==> config.mk <==
export PLATFORM = sky130hd
export DESIGN_NAME = gb_host_arbiter
export DESIGN_NICKNAME = d
export VERILOG_FILES = /design/src/rtl/gb_host_arbiter.sv
export SDC_FILE = /design/constraint.sdc
export NUM_CORES = 1
export LEC_CHECK = 0
export BUFFER_PORTS_ARGS = -buffer_cell sky130_fd_sc_hd__buf_2
export CAP_MARGIN = 20
export CORE_ASPECT_RATIO = 0.75
export CORE_MARGIN = 2
export CORE_UTILIZATION = 28
export DETAILED_ROUTE_END_ITERATION = 10
export SYNTH_ARGS = -nofsm -noshare
export SYNTH_HDL_FRONTEND = slang
export SYNTH_SLANG_ARGS = --single-unit
==> constraint.sdc <==
create_clock -name gb_clk -period 2.6 [get_ports gb_clk]
set_clock_uncertainty 0.05 [all_clocks]
set_input_delay 0.13 -clock gb_clk [delete_from_list [all_inputs] [get_ports gb_clk]]
set_output_delay 0.13 -clock gb_clk [all_outputs]
set_load 0.005 [all_outputs]
==> src/rtl/gb_host_arbiter.sv <==
// Two-requester ghostbus host port arbiter: one transaction at a time, write strobe and read-latency wait.
// Define GB_ARB_FIXED_PRIO_EN for fixed priority (requester 0 wins ties); default is round-robin.
module gb_host_arbiter #(
  parameter int unsigned AW     = 24,
  parameter int unsigned DW     = 32,
  parameter int unsigned RD_LAT = 1
) (
  input  logic          gb_clk,
  input  logic          gb_rst,
  input  logic          req0_valid,
  input  logic          req0_we,
  input  logic [AW-1:0] req0_addr,
  input  logic [DW-1:0] req0_wdata,
  output logic          req0_ack,
  output logic [DW-1:0] req0_rdata,
  input  logic          req1_valid,
  input  logic          req1_we,
  input  logic [AW-1:0] req1_addr,
  input  logic [DW-1:0] req1_wdata,
  output logic          req1_ack,
  output logic [DW-1:0] req1_rdata,
  output logic [1:0]    gnt,
  output logic [AW-1:0] gb_addr,
  output logic [DW-1:0] gb_dout,
  output logic          gb_we,
  input  logic [DW-1:0] gb_din
);

  if (RD_LAT == 0 || RD_LAT > 15) begin : g_bad_rd_lat
    $error("gb_host_arbiter: RD_LAT must be in 1..15");
  end

  localparam logic [3:0] CNT_INIT = 4'(RD_LAT - 1);

  typedef enum logic [1:0] {
    S_IDLE,
    S_ISSUE,
    S_WAIT,
    S_ACK
  } state_e;

  state_e        state_q, state_d;
  logic          owner_q, owner_d;
  logic          we_q, we_d;
  logic [AW-1:0] addr_q, addr_d;
  logic [DW-1:0] dout_q, dout_d;
  logic [3:0]    cnt_q, cnt_d;
  logic [DW-1:0] rdata0_q, rdata0_d;
  logic [DW-1:0] rdata1_q, rdata1_d;
  logic          winner;

`ifdef GB_ARB_FIXED_PRIO_EN
  always_comb begin
    winner = ~req0_valid;
  end
`else
  logic last_q, last_d;

  // Tie goes to whoever was not served last; a lone requester always wins.
  always_comb begin
    winner = ~req0_valid;
    if (req0_valid && req1_valid) begin
      winner = ~last_q;
    end
  end
`endif

  always_comb begin
    state_d  = state_q;
    owner_d  = owner_q;
    we_d     = we_q;
    addr_d   = addr_q;
    dout_d   = dout_q;
    cnt_d    = cnt_q;
    rdata0_d = rdata0_q;
    rdata1_d = rdata1_q;
`ifndef GB_ARB_FIXED_PRIO_EN
    last_d   = last_q;
`endif
    case (state_q)
      S_IDLE: begin
        if (req0_valid || req1_valid) begin
          owner_d = winner;
          we_d    = winner ? req1_we    : req0_we;
          addr_d  = winner ? req1_addr  : req0_addr;
          dout_d  = winner ? req1_wdata : req0_wdata;
          state_d = S_ISSUE;
        end
      end
      S_ISSUE: begin
        if (we_q) begin
          state_d = S_ACK;
        end else begin
          cnt_d   = CNT_INIT;
          state_d = S_WAIT;
        end
      end
      S_WAIT: begin
        if (cnt_q == '0) begin
          if (owner_q) rdata1_d = gb_din;
          else         rdata0_d = gb_din;
          state_d = S_ACK;
        end else begin
          cnt_d = cnt_q - 4'd1;
        end
      end
      S_ACK: begin
`ifndef GB_ARB_FIXED_PRIO_EN
        last_d  = owner_q;
`endif
        state_d = S_IDLE;
      end
      default: state_d = S_IDLE;
    endcase
  end

  always_ff @(posedge gb_clk) begin
    if (gb_rst) begin
      state_q  <= S_IDLE;
      owner_q  <= 1'b0;
      we_q     <= 1'b0;
      addr_q   <= '0;
      dout_q   <= '0;
      cnt_q    <= '0;
      rdata0_q <= '0;
      rdata1_q <= '0;
`ifndef GB_ARB_FIXED_PRIO_EN
      last_q   <= 1'b1;
`endif
    end else begin
      state_q  <= state_d;
      owner_q  <= owner_d;
      we_q     <= we_d;
      addr_q   <= addr_d;
      dout_q   <= dout_d;
      cnt_q    <= cnt_d;
      rdata0_q <= rdata0_d;
      rdata1_q <= rdata1_d;
`ifndef GB_ARB_FIXED_PRIO_EN
      last_q   <= last_d;
`endif
    end
  end

  // Strobe, grant and ack are gated by reset so an abort takes effect in the reset cycle itself.
  always_comb begin
    gb_we    = (state_q == S_ISSUE) && we_q && !gb_rst;
    gnt      = '0;
    if ((state_q != S_IDLE) && !gb_rst) begin
      gnt = owner_q ? 2'b10 : 2'b01;
    end
    req0_ack = (state_q == S_ACK) && !owner_q && !gb_rst;
    req1_ack = (state_q == S_ACK) && owner_q && !gb_rst;
  end

  assign gb_addr    = addr_q;
  assign gb_dout    = dout_q;
  assign req0_rdata = rdata0_q;
  assign req1_rdata = rdata1_q;

endmodule

# --- Yosys cells after proc, flatten, opt, wreduce, memory -nomap -nowiden ---
# Index checks and enable logic that the tools add are counted.
# Widths: inputs -> output; s select.
op_classes:
  div: 0
  muxes: 13
  n_bitwise: 3
  add_sub_neg: 1
  n_reduce_logical: 20
  n_lt_le_gt_ge: 0
  mul: 0
  shifts: 0
  eq_ne: 7
op_table:
  columns: ["cell", "count"]
  rows:
  - ["$mux 32", 1]
  - ["$mux 24", 1]
  - ["$reduce_and 3->1", 3]
  - ["$logic_and 1x1->1", 8]
  - ["$mux 2", 4]
  - ["$mux 4", 2]
  - ["$ne 2x2->1 const B", 4]
  - ["$pmux 2 s4", 1]
  - ["$pmux 4 s2", 1]
  - ["$eq 2x2->1 const B", 2]
  - ["$logic_not 4->1", 1]
  - ["$reduce_and 2->1", 2]
  - ["$reduce_bool 2->1", 2]
  - ["$sub 4x1->4 const B", 1]
  - ["$mux 1", 3]
  - ["$not 1->1", 3]
  - ["$eq 2x1->1 const B", 1]
  - ["$logic_not 1->1", 2]
  - ["$logic_not 2->1", 1]
  - ["$logic_or 1x1->1", 1]
totals:
  mem_bits_ro: 0
  latch_bits: 0
  input_bits: 150
  wordCells: 53
  mem_count: 0
  out_inout_bits: 125
  regBits: 129
  mem_bits_rw: 0

# --- Longest topological paths before layout ---
depth:
  ltp_word: 3
  ltp_mapped: 8
  mapped_depth_nobuf: 5

# --- Worst setup path after synthesis ---
# No wires, ideal clock.
synth_timing:
  path_kind: "register to register"
  startpoint: "reg state_q[0]"
  endpoint: "reg cnt_q[1]"
  stages_incl_launch_ff: 7
  setup_slack_ps: 887
  synth_period_minus_slack_ps: 1713
  setup_time_ps: 117
  arrival_ps: 1545
  required_time_ps: 2433
  path_buffers: 1
  cell_sequence: "dfxtp_1 inv_1 ha_1 buf_4 and4bb_4 or3_1 a32o_1"
synth_via:
  elab_chain_len: 3
  word_cells_on_any_way: 7
synth_rtl:
  columns: ["element", "line", "text"]
  rows:
  - ["start: declaration", "42", "state_e state_q, state_d;"]
  - ["start signal: assignment", "131", "state_q <= state_d;"]
  - ["$eq 2x2->1 or $eq 2x1->1 (tied branches)", "80", "case (state_q)"]
  - ["$ne 2x2->1 (no line) or $reduce_bool 2->1 (tied branches)", null, null]
  - ["$reduce_and 3->1 (no line)", null, null]
  - ["end signal: assignment", "136", "cnt_q <= cnt_d;"]
  - ["end: declaration", "47", "logic [3:0] cnt_q, cnt_d;"]
# Parallel ways exist; a longest one is shown, timed or not.
# A chain may end at the register's enable or synchronous reset.

# --- Worst setup path in the final report ---
layout_timing:
  startpoint: "reg state_q[0]"
  endpoint: "reg addr_q[2], in the netlist gb_addr[2]"
layout_via:
  elab_chain_len: 2
layout_rtl:
  columns: ["element", "line", "text"]
  rows:
  - ["$logic_not 2->1", "80", null]
  - ["$reduce_and 2->1 (no line)", null, null]
  - ["end signal: assignment", "134", "addr_q <= addr_d;"]
  - ["end: declaration", "45", "logic [AW-1:0] addr_q, addr_d;"]
# Every way passes these cells.

==> flow_summary.yaml <==
final_layout:
  post-route-util_pct: 46.3
  drive_above_1_share_pct: 30.7
  syn_to_final_growth_pct: 63.5
  n_fill_cell: 1987
  finalNonFillerCells: 1334
  fin_nets: 1217
clock_tree:
  clock_sinks: 129
  clk_pin_slew_ps: 60
  insertion_delay_ps: 410
  tritoncts: "done"
  cts_buffer_depth: 2
  post_cts_resized: 0
  cts_root_buf: "clkbuf_16"
  cts-htree-levels: 4
  numCtsBuffers: 17
timing:
  fmaxAchievable_mhz: 413
  post-route-min-period_ps: 2420
  report.final.hold_viol_count: 0
  slew_viol_final: 0
  tightest_slew_ps: 829
  setup-violations-final: 0
  finalCritPeriodShare_pct: 93.1
  max_slew_margin_pct: 44.7
  setup_tns_ps: 0
  rsz0062_at_grt: "false"
detailed_routing:
  wl_per_cell_um: 15.7
  drt-total-wl_mm: 21.0
  drtAntennaViolNets: 0
  drt_iter0_drc: 499
  firstDrtPassIters: 5
  vias_per_cell: 5.04
  via_count: 6728
  drc_errors: 0
pwr:
  leakage_nw: 3.99
  seqPwrFrac_pct: 31.8
  irDropWorstVdd_mv: 0.370
  intPower_mw: 5.66
  finalPower_mw: 8.64
  comb_power_share_pct: 38.2
  swShare_pct: 34.5
  power_density_nw_per_um2: 931
  power.switching_mw: 2.98
  p_clk_share_pct: 30.0
worst_setup_path:
  timing.rr.start: "state_q[0]"
  cp.required_ps: 2900
  rr_worst_depth: 7
  cp_data_arrival_time_ps: 2720
  critical_path_cell_count: 7
  cpPeakStageDelay_ps: 590
  cp-end-kind: "flop"
  critPathLaunch: "state_q[0]"
  crit_path_start_kind: "flop"
  path_cells: "inv_1 -> ha_1 -> o21a_4 -> buf_12 -> o21ai_0 -> a31oi_1 -> dlygate4sd3_1"
  critPathMaxFanout: 44
  path_class: "reg -> reg"
  cp_top_family: "buffers and inverters"
  cp_num_buf_inv: 3
  crit_path_top_delay_cell: "dlygate4sd3_1"
global_route:
  grtUsageTotal_pct: 18.5
  grt_max_degree: 87
  grt_pass1_wl_mm: 32.5
  grt_pass1_vias: 6331
  grt_overflow_total: 0
  grt_antenna_before_repair: 3
yosys:
  syn-num-nets: 843
  yosysSeqAreaShare_pct: 45.5
  synth-edff-count: 0
  synth_cell_types: 39
  synth_top_area_cell: "dfxtp_1"
  ys_warn_count: 0
  syn_area_um2: 5680
  syn_area_per_cell_um2: 8.26
  ys_ff_latch: 129
  syn_inst: 687
  synth_ff_type: "dfxtp_1"
  synth_top_area_share_pct: 45.5
  synth-async-reset-ratio_pct: 0
  synth_area_leaders: "dfxtp_1, o21ai_0, nand3b_1, a31oi_1, a21oi_1"
floorplan:
  die_h_um: 127
  die-width_um: 168
  initial_core_util_pct: 28.3
  io_pins: 275
  die-area_um2: 21400
  std_cell_rows: 45
  core_area_um2: 20000
min_path:
  hold_depth: 3
  worst_hold_path_type: "in -> reg"
  hold_start: "gb_rst"
placement:
  dp_hpwl_mm: 12.1
  placed_cells: 1152
  port_buffers: 274
  gp_congestion: 0.780
run:
  drv_cap: 0
outcome:
  outcome: "complete, no violations"
[synth_stat cells (all sizes together), types with 5 or more instances]
cell    count
nand3      65
nor2        5
a21oi      66
buf        27
a31oi      57
dfxtp     129
nor3        5
ha          6
inv         8
clkbuf     53
o21ai     182
nand3b     57
[layout by cell type (no fill, tap or decap), drive strengths merged, types with 2 or more instances in the layout]
cell type and count:
nor3 5, o32ai 2, clkbuf 17, a31oi 57, o21ai 182, dlygate4sd3 146
nand3 65, dfxtp 129, inv 13, a21oi 66, o311ai 2, diode 3
ha 6, nor2b 3, nand2 3, o21a 3, nand3b 57, buf 287
clkinv 6, bufinv 4, nor2 5
[metrics by stage]
step           worst slack, ps  hold WS (ps)  instance area [um2]
6_report                   179           136                 9280
5_1_grt                   14.2           131                 9280
3_3_place_gp               666           363                 7170
2_1_floorplan              887           241                 5680
4_1_cts                    166           102                 9260
3_5_place_dp               631           366                 7170
[routing by layer]
metal / share of wire (%) / GRT usage (%) / vias to the layer above
met2: 47 / 30.1 / 238
met4: 1.8 / 7.35 / 0
met5: 0 / 0 / -
met3: 4.7 / 3.75 / 27
li1: - / - / 3293
met1: 46 / 24.2 / 3170
[path summary, 6_finish.rpt]
| kind | end | slack [ps] |
|---|---|---|
| setup reg to reg | gb_addr[2] | 180 |
| setup / recovery | gb_addr[2] | 180 |
| hold reg to reg | req0_rdata[7] | 420 |
| hold / removal | cnt_q[1] | 140 |
[sequential cells by signal (all words and copies together) (netlist names)]
signal,count
gb_addr,24
owner_q,1
gb_dout,32
state_q,2
req1_rdata,32
cnt_q,4
we_q,1
req0_rdata,32
last_q,1
[timing repair]
item	in CTS	in global routing
setup endpoints to repair	0	14
buffers inserted	0	0
hold buffers	146	0
hold endpoints to repair	121	0
[area by class of cell]
| class | count | area [um2] | share of cell area, % |
|---|---|---|---|
| Timing Repair Buffer | 433 | 2990 | 32.3 |
| Multi-Input combinational cell | 471 | 2710 | 29.2 |
| Sequential cell | 129 | 2580 | 27.8 |
| Clock buffer | 17 | 425 | 4.58 |
| Tap cell | 258 | 323 | 3.48 |
| Clock inverter | 14 | 203 | 2.18 |
| Inverter | 9 | 33.8 | 0.364 |
| Antenna cell | 3 | 7.51 | 0.0809 |
[cell families (layout without fill, tap and decap cells)]
kind of cell	count (synthesis)	in the layout	synth area share [%]
multiplexers	1	1	0.176
other	0	3	0
flip-flops	129	129	45.5
AND/OR/NAND/NOR	147	147	16.1
adder cells (fa/ha/maj)	6	6	1.32
buffers and inverters	89	473	7.27
AO/OA/AOI/OAI	315	317	29.6
[power by group through the flow]
stage	registers [mW]	clock network, mW	logic [mW]
4_1_cts	2.74	2.66	3.20
3_3_place_gp	2.76	0	2.62
5_1_grt	2.80	2.74	3.64
2_1_floorplan	2.81	0	1.53
3_5_place_dp	2.77	0	2.63
6_report	2.75	2.59	3.30
[worst min-delay path: cells and delay by family]
kind	cells	cell delay, ps
buffers and inverters	2	260
AO/OA/AOI/OAI	1	180
Note: power is estimated with default switching activity, not from simulation.
